[config.mk]
export PLATFORM = sky130hd
export DESIGN_NAME = symbol_byte_packer
export DESIGN_NICKNAME = d
export VERILOG_FILES = /design/src/rtl/symbol_byte_packer_pkg.sv /design/src/rtl/symbol_byte_packer_axis_hold_reg.sv /design/src/rtl/symbol_byte_packer.sv
export SDC_FILE = /design/constraint.sdc
export NUM_CORES = 1
export LEC_CHECK = 0
export ABC_AREA = 1
export BUFFER_PORTS_ARGS = -buffer_cell sky130_fd_sc_hd__buf_4
export CORE_ASPECT_RATIO = 0.7
export CORE_UTILIZATION = 40
export DETAILED_ROUTE_END_ITERATION = 12
export PLACE_DENSITY = 0.55
export SLEW_MARGIN = 0
export SYNTH_ARGS = -nofsm -noshare
export SYNTH_HDL_FRONTEND = slang
export SYNTH_SLANG_ARGS = --single-unit
[constraint.sdc]
create_clock -name clk -period 3.5 [get_ports clk]
set_input_delay 0.7 -clock clk [delete_from_list [all_inputs] [get_ports clk]]
set_output_delay 0.7 -clock clk [all_outputs]
set_load 0.01 [all_outputs]
[src/rtl/symbol_byte_packer_pkg.sv]
// Shared definitions for the symbol byte packer: FSM encoding, tuser modulation
// encodings and the word/pad width derivations.
package symbol_byte_packer_pkg;

    typedef enum logic [1:0] {
        ST_ACC   = 2'b01,
        ST_FLUSH = 2'b10
    } state_e;

    localparam logic MODE_BPSK = 1'b1;
    localparam logic MODE_QPSK = 1'b0;

    function automatic int calc_bits(input int bytes);
        return bytes * 8;
    endfunction

    function automatic int calc_pad_w(input int bits);
        return $clog2(bits + 1);
    endfunction

endpackage

[src/rtl/symbol_byte_packer_axis_hold_reg.sv]
// Single-entry AXIS register slice carrying a packed word, its last flag and its
// zero-pad count; the parent only loads it when it is empty or draining.
module axis_hold_reg #(
    parameter int DW = 8,
    parameter int PW = 4
) (
    input  logic          clk_i,
    input  logic          rst_ni,
    input  logic          load_i,
    input  logic [DW-1:0] data_i,
    input  logic          last_i,
    input  logic [PW-1:0] pad_i,
    input  logic          ready_i,
    output logic          valid_o,
    output logic [DW-1:0] data_o,
    output logic          last_o,
    output logic [PW-1:0] pad_o
);

    logic          valid_q;
    logic [DW-1:0] data_q;
    logic          last_q;
    logic [PW-1:0] pad_q;

    always_ff @(posedge clk_i or negedge rst_ni) begin
        if (!rst_ni) begin
            valid_q <= 1'b0;
            data_q  <= '0;
            last_q  <= 1'b0;
            pad_q   <= '0;
        end else if (load_i) begin
            valid_q <= 1'b1;
            data_q  <= data_i;
            last_q  <= last_i;
            pad_q   <= pad_i;
        end else if (ready_i && valid_q) begin
            valid_q <= 1'b0;
        end
    end

    assign valid_o = valid_q;
    assign data_o  = data_q;
    assign last_o  = last_q;
    assign pad_o   = pad_q;

endmodule

[src/rtl/symbol_byte_packer.sv]
// Packs a BPSK/QPSK symbol stream MSB-first into BYTES-wide AXIS words with
// zero-pad reporting; upstream never stalls, so dropped symbols raise overflow.
module symbol_byte_packer
    import symbol_byte_packer_pkg::*;
#(
    parameter int BYTES = 1,
    parameter int CNT_W = 16,
    localparam int BITS  = calc_bits(BYTES),
    localparam int PAD_W = calc_pad_w(BITS)
) (
    input  logic             clk,
    input  logic             rst,
    input  logic [1:0]       s_tdata,
    input  logic             s_tvalid,
    input  logic             s_tlast,
    input  logic             s_tuser,
    output logic             s_tready,
    output logic [BITS-1:0]  m_tdata,
    output logic             m_tvalid,
    input  logic             m_tready,
    output logic             m_tlast,
    output logic [PAD_W-1:0] m_tpad,
    output logic             overflow,
    input  logic             clr_ovf,
    output logic [CNT_W-1:0] pkt_cnt
);

    localparam logic [PAD_W-1:0] CNT_FULL = PAD_W'(BITS);
    localparam logic [BITS-1:0]  MSB_BIT  = {1'b1, {(BITS-1){1'b0}}};

    state_e             state_q, state_d;
    logic [BITS-1:0]    acc_q, acc_d;
    logic [PAD_W-1:0]   cnt_q, cnt_d;
    logic               ovf_q, ovf_d;
    logic [CNT_W-1:0]   pkt_q, pkt_d;

    logic               hold_load;
    logic [BITS-1:0]    hold_data;
    logic               hold_last;
    logic [PAD_W-1:0]   hold_pad;

    logic               is_qpsk;
    logic               load_ok;
    logic               acc_full;
    logic               drain;
    logic               split;
    logic               need_slot;
    logic               accept;
    logic [BITS-1:0]    base_acc;
    logic [PAD_W-1:0]   base_cnt;
    logic [BITS-1:0]    word;
    logic [PAD_W-1:0]   new_cnt;

    assign is_qpsk  = (s_tuser == MODE_QPSK);
    assign load_ok  = !m_tvalid || m_tready;
    assign acc_full = (cnt_q == CNT_FULL);

    // A completed non-final word may park in acc (cnt == BITS) while hold is
    // blocked; only symbols that need a fresh hold slot are refused then.
    always_comb begin
        state_d   = state_q;
        acc_d     = acc_q;
        cnt_d     = cnt_q;
        hold_load = 1'b0;
        hold_data = '0;
        hold_last = 1'b0;
        hold_pad  = '0;
        s_tready  = 1'b0;
        drain     = 1'b0;
        split     = 1'b0;
        need_slot = 1'b0;
        accept    = 1'b0;
        base_acc  = acc_q;
        base_cnt  = cnt_q;
        word      = acc_q;
        new_cnt   = cnt_q;

        case (state_q)
            ST_ACC: begin
                drain = acc_full && load_ok;
                if (drain) begin
                    base_acc  = '0;
                    base_cnt  = '0;
                    hold_load = 1'b1;
                    hold_data = acc_q;
                end

                split = is_qpsk && (base_cnt == CNT_FULL - PAD_W'(1));
                word  = base_acc;
                if (s_tdata[1]) begin
                    word = word | (MSB_BIT >> base_cnt);
                end
                if (is_qpsk && !split && s_tdata[0]) begin
                    word = word | (MSB_BIT >> (base_cnt + PAD_W'(1)));
                end
                new_cnt = base_cnt + (is_qpsk ? PAD_W'(2) : PAD_W'(1));

                need_slot = acc_full || s_tlast || split;
                s_tready  = !(!load_ok && need_slot);
                accept    = s_tvalid && s_tready;

                if (accept) begin
                    if (split) begin
                        hold_load = 1'b1;
                        hold_data = word;
                        acc_d     = s_tdata[0] ? MSB_BIT : '0;
                        cnt_d     = PAD_W'(1);
                        if (s_tlast) begin
                            state_d = ST_FLUSH;
                        end
                    end else if (new_cnt == CNT_FULL) begin
                        if (load_ok) begin
                            hold_load = 1'b1;
                            hold_data = word;
                            hold_last = s_tlast;
                            acc_d     = '0;
                            cnt_d     = '0;
                        end else begin
                            acc_d = word;
                            cnt_d = new_cnt;
                        end
                    end else if (s_tlast) begin
                        if (!drain) begin
                            hold_load = 1'b1;
                            hold_data = word;
                            hold_last = 1'b1;
                            hold_pad  = CNT_FULL - new_cnt;
                            acc_d     = '0;
                            cnt_d     = '0;
                        end else begin
                            acc_d   = word;
                            cnt_d   = new_cnt;
                            state_d = ST_FLUSH;
                        end
                    end else begin
                        acc_d = word;
                        cnt_d = new_cnt;
                    end
                end else if (drain) begin
                    acc_d = '0;
                    cnt_d = '0;
                end
            end

            ST_FLUSH: begin
                if (load_ok) begin
                    hold_load = 1'b1;
                    hold_data = acc_q;
                    hold_last = 1'b1;
                    hold_pad  = CNT_FULL - cnt_q;
                    acc_d     = '0;
                    cnt_d     = '0;
                    state_d   = ST_ACC;
                end
            end

            default: begin
                state_d = ST_ACC;
            end
        endcase
    end

    always_comb begin
        ovf_d = ovf_q;
        if (s_tvalid && !s_tready) begin
            ovf_d = 1'b1;
        end else if (clr_ovf) begin
            ovf_d = 1'b0;
        end

        pkt_d = pkt_q;
        if (m_tvalid && m_tready && m_tlast) begin
            pkt_d = pkt_q + CNT_W'(1);
        end
    end

    always_ff @(posedge clk or negedge rst) begin
        if (!rst) begin
            state_q <= ST_ACC;
            acc_q   <= '0;
            cnt_q   <= '0;
            ovf_q   <= 1'b0;
            pkt_q   <= '0;
        end else begin
            state_q <= state_d;
            acc_q   <= acc_d;
            cnt_q   <= cnt_d;
            ovf_q   <= ovf_d;
            pkt_q   <= pkt_d;
        end
    end

    axis_hold_reg #(
        .DW (BITS),
        .PW (PAD_W)
    ) u_hold (
        .clk_i   (clk),
        .rst_ni  (rst),
        .load_i  (hold_load),
        .data_i  (hold_data),
        .last_i  (hold_last),
        .pad_i   (hold_pad),
        .ready_i (m_tready),
        .valid_o (m_tvalid),
        .data_o  (m_tdata),
        .last_o  (m_tlast),
        .pad_o   (m_tpad)
    );

    assign overflow = ovf_q;
    assign pkt_cnt  = pkt_q;

endmodule
# Yosys cells after proc, flatten, opt, wreduce, memory -nomap -nowiden

Index checks and enable logic that the tools add are counted.

Equality and inequality tests: 11
Shifts and indexed selects: 2
Reductions and logical operators: 22
Mux-type cells: 70
Add/subtract/negate cells: 5
Bitwise gates (word level): 3

Operator list:

| kind                    | count |
|---|---|
| $mux W8                 | 21 |
| $mux W4                 | 15 |
| $pmux W8 S2             | 2 |
| $mux W1                 | 19 |
| $add A16 B1 Y16 const B | 1 |
| $mux W2                 | 8 |
| $or A8 B8 Y8            | 2 |
| $pmux W4 S2             | 2 |
| $shr A8 B4 Y8 const A   | 2 |
| $ne A3 B3 Y1 const B    | 4 |
| $logic_and A1 B1 Y1     | 9 |
| $eq A4 B4 Y1 const B    | 2 |
| $sub A4 B4 Y4 const A   | 2 |
| $reduce_and A6 Y1       | 1 |
| $reduce_bool A2 Y1      | 3 |
| $logic_not A1 Y1        | 5 |
| $add A4 B1 Y4 const B   | 1 |
| $add A4 B2 Y4           | 1 |
| $eq A4 B3 Y1 const B    | 1 |
| $ne A2 B2 Y1 const B    | 2 |
| $pmux W1 S2             | 2 |
| $pmux W2 S2             | 1 |
| $logic_or A1 B1 Y1      | 3 |
| $eq A2 B1 Y1 const B    | 1 |
| other kinds (3)         | 3 |

Output and inout bits: 32
Register bits: 45
Input bits: 9

# Longest topological paths before layout

Gate-level depths: netlist of the first run.

Depth after elaboration: 17
Depth in mapped cells: 24
Gate-level depth less buffers: 23

# Cells and area by module

From an unflattened synthesis of the first run, not the netlist that was laid out.

Cell total of the unflattened synthesis: 458
Area, all modules: 3,176.8 µm²

Modules (own cells, without submodules):

| module             | cells each | area an instance (µm²) | times used |
|---|---|---|---|
| symbol_byte_packer | 399        | 2,646.3                | 1 |
| axis_hold_reg      | 59         | 530.5                  | 1 |

# Worst setup path after synthesis of the first run

Ideal clock, no wire load.

Path type: register to register
Start: register cnt_q[0]
End: register state_q[1]
Setup slack: 0.327 ns
Path buffers: 3
Library setup time: 0.117 ns
Data arrival time: 3.056 ns
Cell stages (with the launch flop): 22
Cells stage by stage: dfrtp_1 > inv_1 > ha_1 > inv_2 > nor2_4 > nand3_4 > inv_1 > clkbuf_1 > nor2_1 > ha_1 > ha_1 > inv_1 > ha_1 > nand3_2 > inv_2 > nand2_2 > buf_6 > buf_6 > o211ai_4 > nand3_2 > nand2_1 > nand2_1

Longest elaborated chain between the ends: 12
Elaborated cells between the ends (all ways): 22
Those cells by class: 1 x add/sub; 8 x eq/ne; 5 x mux; 8 x reduce/logical

Ends and longest elaborated chain:

| element                                                | RTL line                  | RTL |
|---|---|---|
| start, declared                                        | symbol_byte_packer.sv:33  | `logic [PAD_W-1:0] cnt_q, cnt_d;` |
| start signal, assigned                                 | symbol_byte_packer.sv:187 | `cnt_q <= cnt_d;` |
| branches (longest 12 deep; another with $add A4 B2 Y4) | --                        |  |
| end signal, assigned                                   | symbol_byte_packer.sv:185 | `state_q <= state_d;` |
| end, declared                                          | symbol_byte_packer.sv:31  | `state_e state_q, state_d;` |

Parallel ways; which one is timed is not known. The select of a mux whose other input is x is not followed.
A chain may end at the register's enable or synchronous reset.

# Final worst setup path of the first run

Start: register cnt_q[1]
End: register acc_q[0]

Longest elaborated chain between the ends: 16
Elaborated cells between the ends (all ways): 33
Those cells by class: 2 x add/sub; 3 x eq/ne; 2 x shift; 14 x mux; 2 x bitwise; 10 x reduce/logical

Ends and longest elaborated chain:

| element                                                | RTL line                  | RTL |
|---|---|---|
| branches (longest 14 deep; another with $add A4 B1 Y4) | --                        |  |
| $mux W8 (*)                                            | symbol_byte_packer.sv:102 | `if (accept) begin` |
| $pmux W8 S2 (*)                                        | symbol_byte_packer.sv:78  | `case (state_q)` |
| end signal, assigned                                   | symbol_byte_packer.sv:180 | `acc_q <= '0;` |
| end signal, assigned                                   | symbol_byte_packer.sv:186 | `acc_q <= acc_d;` |
| end, declared                                          | symbol_byte_packer.sv:32  | `logic [BITS-1:0] acc_q, acc_d;` |

Every way passes the cells marked *. The select of a mux whose other input is x is not followed.

==> results of run 1 <==
==> power by group <==
part | switching [uW] | internal (uW)
clock | 217 | 337
sequential | 183 | 707
combinational | 1130 | 612
total | 1530 | 1660
==> kinds of logic after synthesis <==
kind of cell | count (synthesis) | synth area share (%)
DFF | 45 | 33.6
buffers and inverters | 62 | 7.84
xor gates and xnor gates | 16 | 4.18
AOI/OAI and AO/OA | 65 | 11.1
adders and majority gates | 14 | 5.23
muxes | 1 | 0.336
and+or+nand+nor | 299 | 37.6
==> metal layers <==
layer | up-vias | routed length, um
met5 | - | 0
met4 | 0 | 99
met3 | 10 | 527
met2 | 92 | 4020
met1 | 1578 | 4930
li1 | 1688 | -
==> worst max-delay path, stage by stage, from the launching register on <==
cell,delay (ns)
sky130_fd_sc_hd__dfrtp_1,0.48
sky130_fd_sc_hd__inv_1,0.17
sky130_fd_sc_hd__ha_1,0.20
sky130_fd_sc_hd__inv_2,0.07
sky130_fd_sc_hd__nor2_4,0.16
sky130_fd_sc_hd__nand3_4,0.10
sky130_fd_sc_hd__inv_1,0.10
sky130_fd_sc_hd__nor2_1,0.07
sky130_fd_sc_hd__ha_1,0.21
sky130_fd_sc_hd__ha_1,0.31
sky130_fd_sc_hd__inv_1,0.07
sky130_fd_sc_hd__ha_1,0.22
sky130_fd_sc_hd__nand3_2,0.09
sky130_fd_sc_hd__inv_2,0.05
sky130_fd_sc_hd__nand2_2,0.12
sky130_fd_sc_hd__buf_4,0.26
sky130_fd_sc_hd__nand2_1,0.08
sky130_fd_sc_hd__nand3_1,0.09
sky130_fd_sc_hd__nand2_1,0.05
sky130_fd_sc_hd__nand3_1,0.07
sky130_fd_sc_hd__o21ai_0,0.12
==> flip-flops by register name (all words and copies together), names as in the netlist <==
register,cells
acc_q,8
cnt_q,4
overflow,1
pkt_cnt,16
state_q,2
u_hold.data_o,8
u_hold.last_o,1
u_hold.pad_o,4
u_hold.valid_o,1
==> cells in the final DEF (no fill, tap or decap), types with 7 or more instances in the layout <==
cell and count:
sky130_fd_sc_hd__inv_1 38, sky130_fd_sc_hd__nand3_1 32, sky130_fd_sc_hd__o21ai_0 21, sky130_fd_sc_hd__xor2_1 12
sky130_fd_sc_hd__a21oi_1 25, sky130_fd_sc_hd__nand2_2 7, sky130_fd_sc_hd__dfrtp_1 44, sky130_fd_sc_hd__nand2_1 204
sky130_fd_sc_hd__buf_4 47, sky130_fd_sc_hd__ha_1 14, sky130_fd_sc_hd__nand4_1 11, sky130_fd_sc_hd__nor2_1 33
==> per-stage QoR <==
stage | cells | hold WS (ns) | utilization (%) | setup slack [ns] | cell area, um^2
global placement | 632 | 0.461 | 46.8 | 0.352 | 3730
global route | 640 | 0.458 | 49.0 | 0.0384 | 3900
floorplan | 502 | 0.404 | - | 0.327 | 3350
finish | 640 | 0.410 | 49.0 | 0.276 | 3900
CTS | 640 | 0.442 | 48.9 | 0.230 | 3900
detailed placement | 632 | 0.462 | 46.8 | 0.256 | 3730
==> worst paths after layout <==
| path | from | to | slack [ns] | cells past startpoint |
|---|---|---|---|---|
| min in group clk | pkt_cnt[15] | pkt_cnt[15] | 0.47 | 1 |
| min reg2reg | pkt_cnt[15] | pkt_cnt[15] | 0.47 | 1 |
| max reg2reg | cnt_q[1] | acc_q[0] | 0.28 | 20 |
| max | cnt_q[1] | acc_q[0] | 0.28 | 20 |
| min | rst | acc_q[1] | 0.41 | 1 |
| max in group asynchronous | rst | u_hold.pad_o[3] | 2.66 | 1 |
==> area by class of cell <==
class / instances / area share, %
Clock buffer: 6 / 3.30
Sequential cell: 45 / 28.9
Inverter: 44 / 4.23
Tap cell: 101 / 3.24
Multi-Input combinational cell: 395 / 50.4
Timing Repair Buffer: 47 / 9.04
Clock inverter: 2 / 0.897
==> repair_timing <==
action / 4_1_cts / 5_1_grt
endpoints found under the setup margin: 0 / 17
gates resized for setup: 0 / 3
hold buffers: 0 / 0
==> out/metrics.cfg, run 1 <==
[run_status]
outcome=finished clean

[power]
post-layout-total-power_uw=3190
vdd.ir_drop.worst_mv=0.416
power_density_nw_per_um2=817
total_leakage_power_uw=0.00212

[global_route]
antenna_violations_before_repair=0
top_usage_layer=met2
overall_global_routing_resource_usage_pct=23.3
grt_max_degree=46
gr-total-overflow=0
global_routing_usage_on_met1_pct=33.4
global_route_wire_length_before_repair_mm=16.0
grt_util_met2_pct=35.7
global_route.usage.met3_pct=4.32
grt_pass1_vias=3270

[sta]
final.period_utilization_pct=92.1
tightestPinTransition_ns=1.09
setup_failing_eps_final=0
maxClockFrequency_mhz=310
fin_setup_tns_ns=0
rsz_0062_raised_after_global_routing=no
final_hold_vio_count=0
worst_clk_skew_ns=0.00741
timing.max_slew.rel_slack_pct=27.0
timing.final.max_slew_violations=0
final_period_minus_worst_setup_slack_ns=3.22

[synthesis]
synth_area_per_cell_um2=6.67
synth_seq_area_share_pct=33.6
yosysTopAreaCellShare_pct=32.9
synthTopCellsByCount=sky130_fd_sc_hd__nand2_1, sky130_fd_sc_hd__dfrtp_1, sky130_fd_sc_hd__inv_1, sky130_fd_sc_hd__nor2_1, sky130_fd_sc_hd__nand3_1
synthDominantAreaCellType=sky130_fd_sc_hd__dfrtp_1
synth_most_common_cell=sky130_fd_sc_hd__nand2_1
postSynthCellCount=502
synth_area_um2=3350
post_synth_main_area_contributors=sky130_fd_sc_hd__dfrtp_1, sky130_fd_sc_hd__nand2_1, sky130_fd_sc_hd__ha_1
synth_flop_cell=sky130_fd_sc_hd__dfrtp_1
flops_latches_synth=45
async_reset_ff_share_pct=100
synth_edf_count=0
synthesis.nets=525
yosys.cell_types.count=34
yosys_warnings=0

[detailed_routing]
drt-wirelength-per-cell_um=15.0
post_detailed_route_via_to_cell_ratio=5.26
route.vias.total=3368
drt-initial-drc-count=182
first_pass_iters=5
detail-route-antenna-nets=0
route.final.wire_length_mm=9.58
drc=0

[cells_and_area]
post_route_cells_drive_above_1_share_pct=13.7
combined_flip_flop_and_latch_cell_area_um2=1130
multi_input_comb_area_um2=1970
areaGrowthSynthToFinish_pct=16.5
final.fill_count=857
antenna_cells=0
num-nets-final=561

[clock_tree]
cts_sinks=45
clk_latency_ns=0.29
clk_pin_slew_worst_paths_ns=0.07
cts.htree.levels=2
cts_buffers=5
cts_tree=built
postCtsSetupRepairBufs=0
number_of_buffers_on_the_longest_clock_path=2
cts_root_buf=sky130_fd_sc_hd__clkbuf_16

[placement]
routabilityCongestion=0.890
port_buf_inserts=40
post-dp-hpwl_mm=7.06

[job]
max-cap-violations=0

[critical_path]
timing.critical_path.from_type=flip-flop
criticalPathCategory=reg -> reg
worst-path-max-fanout=16
end_kind=flip-flop
timing.critical_path.arrival_ns=3.38
crit_required_ns=3.65

[floorplanning]
io_pins=41
floorplan.rows=27
die_height_um=78.6
die_width_um=111
design.die.area_um2=8750
initial_utilization_pct=42.0
coreArea_um2=7970

[worst_hold_path]
min-delay-path-class=in -> async

Power figures use the tool's default switching activity.
==> inputs of run 2 (changes only) <==
clock period = 3.7 ns   (was 3.5 ns; I/O delays follow)
==> run 2 against run 1 <==
- wire length shrank 2.6%
- die area is the same
- critical path depth up 1
- cell area is 0.19% higher
- worst hold slack better by 0.031 ns
- count of clock-buffer cells in the layout unchanged
- sequential share of layout area is 0.055 points lower
- largest power group unchanged
- highest routed layer unchanged
==> out/metrics.cfg, run 2 (synthesized netlist as in run 1, its figures left out) <==
[run_status]
outcome=finished clean

[clock_tree]
clk_pin_slew_worst_paths_ns=0.07
cts_buffers=5
cts_root_buf=sky130_fd_sc_hd__clkbuf_16
cts.htree.levels=2
clk_latency_ns=0.29
cts_tree=built
cts_sinks=45
cts_resized=0
cts_hold_buffers=0
postCtsSetupRepairBufs=0
number_of_buffers_on_the_longest_clock_path=2

[critical_path]
worst_r2r_path_depth=21
end_kind=flip-flop
timing.critical_path.from_type=flip-flop
criticalPathCategory=reg -> reg
regToRegStartpoint=cnt_q[1]
crit_start=cnt_q[1]
worst-path-max-fanout=8
timing.critical_path.arrival_ns=3.40
r2r_slack_ns=0.53
crit_required_ns=3.93

[detailed_routing]
detail-route-antenna-nets=0
drt-wirelength-per-cell_um=14.5
route.vias.total=3389
first_pass_iters=6
post_detailed_route_via_to_cell_ratio=5.28
route.final.wire_length_mm=9.33
drc=0
drt-initial-drc-count=193

[sta]
fin_setup_tns_ns=0
timing.max_slew.rel_slack_pct=32.5
final_period_minus_worst_setup_slack_ns=3.17
timing.final.max_slew_violations=0
final_hold_vio_count=0
setup_failing_eps_final=0
maxClockFrequency_mhz=315
hold_ws_ns=0.441
rsz_0062_raised_after_global_routing=no
final.period_utilization_pct=85.7
worst_clk_skew_ns=0.00671
tightestPinTransition_ns=1.01

[cells_and_area]
combined_flip_flop_and_latch_cell_area_um2=1130
post_layout_nonfiller_instances=642
largest_register_ffs=16
mostFrequentLayoutCells=sky130_fd_sc_hd__nand2_1, sky130_fd_sc_hd__buf_4, sky130_fd_sc_hd__dfrtp_1, sky130_fd_sc_hd__inv_1, sky130_fd_sc_hd__nor2_1
final.fill_count=816
final_common_cell=sky130_fd_sc_hd__nand2_1
post_route_cells_drive_above_1_share_pct=13.7
multi_input_comb_area_um2=1960
num-nets-final=563
areaGrowthSynthToFinish_pct=16.7
antenna_cells=0

[floorplanning]
floorplan.rows=27
io_pins=41
die_width_um=111
design.die.area_um2=8750
initial_utilization_pct=42.0
coreArea_um2=7970
die_height_um=78.6

[global_route]
antenna_violations_before_repair=0
grt_max_degree=46
global_route_wire_length_before_repair_mm=15.9
overall_global_routing_resource_usage_pct=23.0
gr-total-overflow=0
grt_pass1_vias=3133

[placement]
routabilityCongestion=0.907
post-dp-hpwl_mm=6.79
place_inst=634
port_buf_inserts=40

[power]
total_leakage_power_uw=0.00212
power_density_nw_per_um2=769
vdd.ir_drop.worst_mv=0.547

[worst_hold_path]
min-delay-path-class=in -> async

[job]
max-cap-violations=0

run 2: worst max-delay path, cell delays in order (launching register included):
cell	delay, ns
sky130_fd_sc_hd__dfrtp_1	0.48
sky130_fd_sc_hd__inv_1	0.18
sky130_fd_sc_hd__ha_1	0.21
sky130_fd_sc_hd__inv_2	0.07
sky130_fd_sc_hd__nor2_4	0.15
sky130_fd_sc_hd__nand3_4	0.10
sky130_fd_sc_hd__inv_1	0.08
sky130_fd_sc_hd__nor2_1	0.06
sky130_fd_sc_hd__ha_1	0.20
sky130_fd_sc_hd__ha_1	0.29
sky130_fd_sc_hd__inv_1	0.09
sky130_fd_sc_hd__ha_1	0.18
sky130_fd_sc_hd__nand3_2	0.09
sky130_fd_sc_hd__inv_2	0.08
sky130_fd_sc_hd__nand3_1	0.15
sky130_fd_sc_hd__nand2_1	0.29
sky130_fd_sc_hd__nand2_1	0.08
sky130_fd_sc_hd__nand2_1	0.07
sky130_fd_sc_hd__nand2_1	0.05
sky130_fd_sc_hd__nand2_1	0.07
sky130_fd_sc_hd__nand2_1	0.06
sky130_fd_sc_hd__nand2_1	0.07
run 2: cell type report:
class | count | area share, %
Sequential cell | 45 | 28.8
Inverter | 44 | 4.22
Clock inverter | 2 | 0.896
Clock buffer | 6 | 3.29
Multi-Input combinational cell | 395 | 50.1
Timing Repair Buffer | 49 | 9.40
Tap cell | 101 | 3.23
run 2: power by group:
group          internal, uW  switching, uW  leakage (uW)
clock                   318            194     0.0000808
sequential              669            152      0.000557
combinational           588           1090       0.00149
total                  1580           1430       0.00212
run 2: worst paths after layout:
path	endpoint
max	u_hold.data_o[2]
min	acc_q[3]
max reg2reg	u_hold.data_o[2]
min reg2reg	pkt_cnt[15]
max in group asynchronous	pkt_cnt[14]
min in group clk	pkt_cnt[15]
run 2: per-stage QoR:
| stage | setup WS, ns | power (uW) | cell area [um^2] | util (%) |
|---|---|---|---|---|
| detailed placement | 0.587 | 2500 | 3750 | 47.0 |
| CTS | 0.557 | 3020 | 3910 | 49.1 |
| global route | 0.164 | 3290 | 3910 | 49.1 |
| global placement | 0.646 | 2490 | 3750 | 47.0 |
| floorplan | 0.527 | 1960 | 3350 | - |
| finish | 0.530 | 3010 | 3910 | 49.1 |
run 2: routing by layer:
layer  part of all wire, %  track usage, %  up-vias
met1                    51            32.8     1595
met2                    42            36.1      100
met3                   5.5            3.78        7
met5                     0               0        -
li1                      -               -     1687
met4                  0.75            6.35        0
==> inputs of run 3 (changes only) <==
==> constraint.sdc (replaced) <==
create_clock -name clk -period 3.7 [get_ports clk]
set_input_delay 0.185 -clock clk [delete_from_list [all_inputs] [get_ports clk]]
set_output_delay 0.185 -clock clk [all_outputs]
set_load 0.01 [all_outputs]
==> run 3 against run 2 <==
- wire length about the same
- core utilization decreased by 0.30 points
- critical path depth decreased by 1
- clock power about the same
==> out/metrics.cfg, run 3 (synthesized netlist as in run 1, its figures left out) <==
[critical_path]
worst-path-buf-inv=5
critical-path-top-delay-family=simple AND/OR/NAND/NOR gates
cp_cell_sequence=inv_2, ha_1, inv_2, nor2_4, nand3_4, inv_1, nor2_1, ha_1, ha_1, inv_1, ha_1, nand3_2, inv_2, nand3_1, nand3_1, nand2_1, nand2_1, nand2_2, nand2_1, nand2_1
criticalPathCategory=reg -> reg
end_kind=flip-flop
r2r_end=u_hold.data_o[7]
worst-path-max-fanout=19
critical_path_cell_count=20
crit_path_max_incr_delay_ns=0.45
regToRegStartpoint=cnt_q[0]
r2r_slack_ns=0.36
timing.critical_path.from_type=flip-flop
worst_r2r_path_depth=20
timing.critical_path.arrival_ns=3.52
critPathSlowestCell=sky130_fd_sc_hd__dfrtp_1
crit_required_ns=3.88

[cells_and_area]
num-nets-final=560
post_route_cells_drive_above_1_share_pct=13.2
areaGrowthSynthToFinish_pct=16.0
mostFrequentLayoutCells=sky130_fd_sc_hd__nand2_1, sky130_fd_sc_hd__buf_4, sky130_fd_sc_hd__dfrtp_1, sky130_fd_sc_hd__inv_1, sky130_fd_sc_hd__nor2_1
antenna_cells=0
post_layout_nonfiller_instances=638
largest_register_ffs=16
final.fill_count=829
final_common_cell=sky130_fd_sc_hd__nand2_1

[detailed_routing]
first_pass_iters=5
drc=0
drt-initial-drc-count=206
route.final.wire_length_mm=9.32
detail-route-antenna-nets=0
post_detailed_route_via_to_cell_ratio=5.30
route.vias.total=3382
drt-wirelength-per-cell_um=14.6

[power]
clock_power_share_pct=17.1
vdd.ir_drop.worst_mv=0.384
power_density_nw_per_um2=769
swShare_pct=48.0
power.sequential.fraction_pct=28.3
comb_power_share_pct=54.6
cell_internal_pwr_uw=1560
switchingPower_uw=1430
total_leakage_power_uw=0.00211

[sta]
fin_setup_tns_ns=0
setup_failing_eps_final=0
hold_ws_ns=0.0897
timing.final.max_slew_violations=0
final_hold_vio_count=0
final.period_utilization_pct=90.2
worst_clk_skew_ns=0.00662
rsz_0062_raised_after_global_routing=no
maxClockFrequency_mhz=300
final_period_minus_worst_setup_slack_ns=3.34
setup_slack_ns=0.363
tightestPinTransition_ns=1.05
timing.max_slew.rel_slack_pct=29.5

[clock_tree]
postCtsSetupRepairBufs=0
clk_pin_slew_worst_paths_ns=0.06
cts_root_buf=sky130_fd_sc_hd__clkbuf_16
cts_buffers=5
cts_sinks=45
cts.htree.levels=2
cts_tree=built
number_of_buffers_on_the_longest_clock_path=2
clk_latency_ns=0.29

[floorplanning]
io_pins=41
initial_utilization_pct=42.0
die_width_um=111
die_height_um=78.6
design.die.area_um2=8750
floorplan.rows=27
coreArea_um2=7970

[job]
max-cap-violations=0

[global_route]
global_route_wire_length_before_repair_mm=15.7
grt_max_degree=46
antenna_violations_before_repair=0
gr-total-overflow=0
overall_global_routing_resource_usage_pct=22.9
grt_pass1_vias=3056

[worst_hold_path]
min-delay-path-class=in -> reg
worst_hold_path.num_cells=2
min-delay-start=clr_ovf
whs_endpoint=overflow

[placement]
port_buf_inserts=40
detailedPlace.worstSlack_ns=0.341
routabilityCongestion=0.850
place_inst=630
post-dp-hpwl_mm=6.80

[run_status]
outcome=finished clean

run 3: worst max-delay path by stage:
stage                  start          endpoint  slack, ns
detailed placement  cnt_q[0]  u_hold.data_o[7]       0.34
finish              cnt_q[0]  u_hold.data_o[7]       0.36
floorplan           cnt_q[0]        state_q[1]       0.53
global route        cnt_q[0]  u_hold.data_o[4]       0.09
CTS                 cnt_q[0]  u_hold.data_o[7]       0.32
global placement    cnt_q[0]  u_hold.data_o[5]       0.48
run 3: cell type report:
type                    count  area (um^2)  area share, %
multi-input cells         395         1960           50.4
flip-flops and latches     45         1130           29.0
repair buffers             46          348           8.95
inverters                  44          165           4.25
well taps                 101          126           3.25
clock buffers               5          125           3.22
clock inverters             2         35.0          0.901
run 3: per-layer routing:
metal	vias to the layer above	wire length (um)	global-route usage, %
li1	1682	-	-
met1	1594	4740	33.6
met2	95	3900	34.6
met3	11	594	4.02
met4	0	91	5.68
met5	-	0	0
run 3: power by group through the flow:
stage	sequential [uW]	combinational, uW	clock [uW]
floorplan	840	1120	0
global placement	849	1620	0
detailed placement	848	1620	0
CTS	844	1630	524
global route	869	1860	541
finish	846	1630	512
run 3: repair_timing:
action,4_1_cts,5_1_grt
hold buffers,1,0
endpoints found under the hold margin,44,0
gates resized for setup,0,1
endpoints found under the setup margin,0,6
run 3: stage by stage:
step / util (%) / power [uW] / area, um^2
after floorplan: - / 1960 / 3350
after global placement: 46.6 / 2460 / 3720
after detailed placement: 46.6 / 2470 / 3720
after CTS: 48.8 / 2990 / 3890
after global routing: 48.8 / 3270 / 3890
final: 48.8 / 2990 / 3890
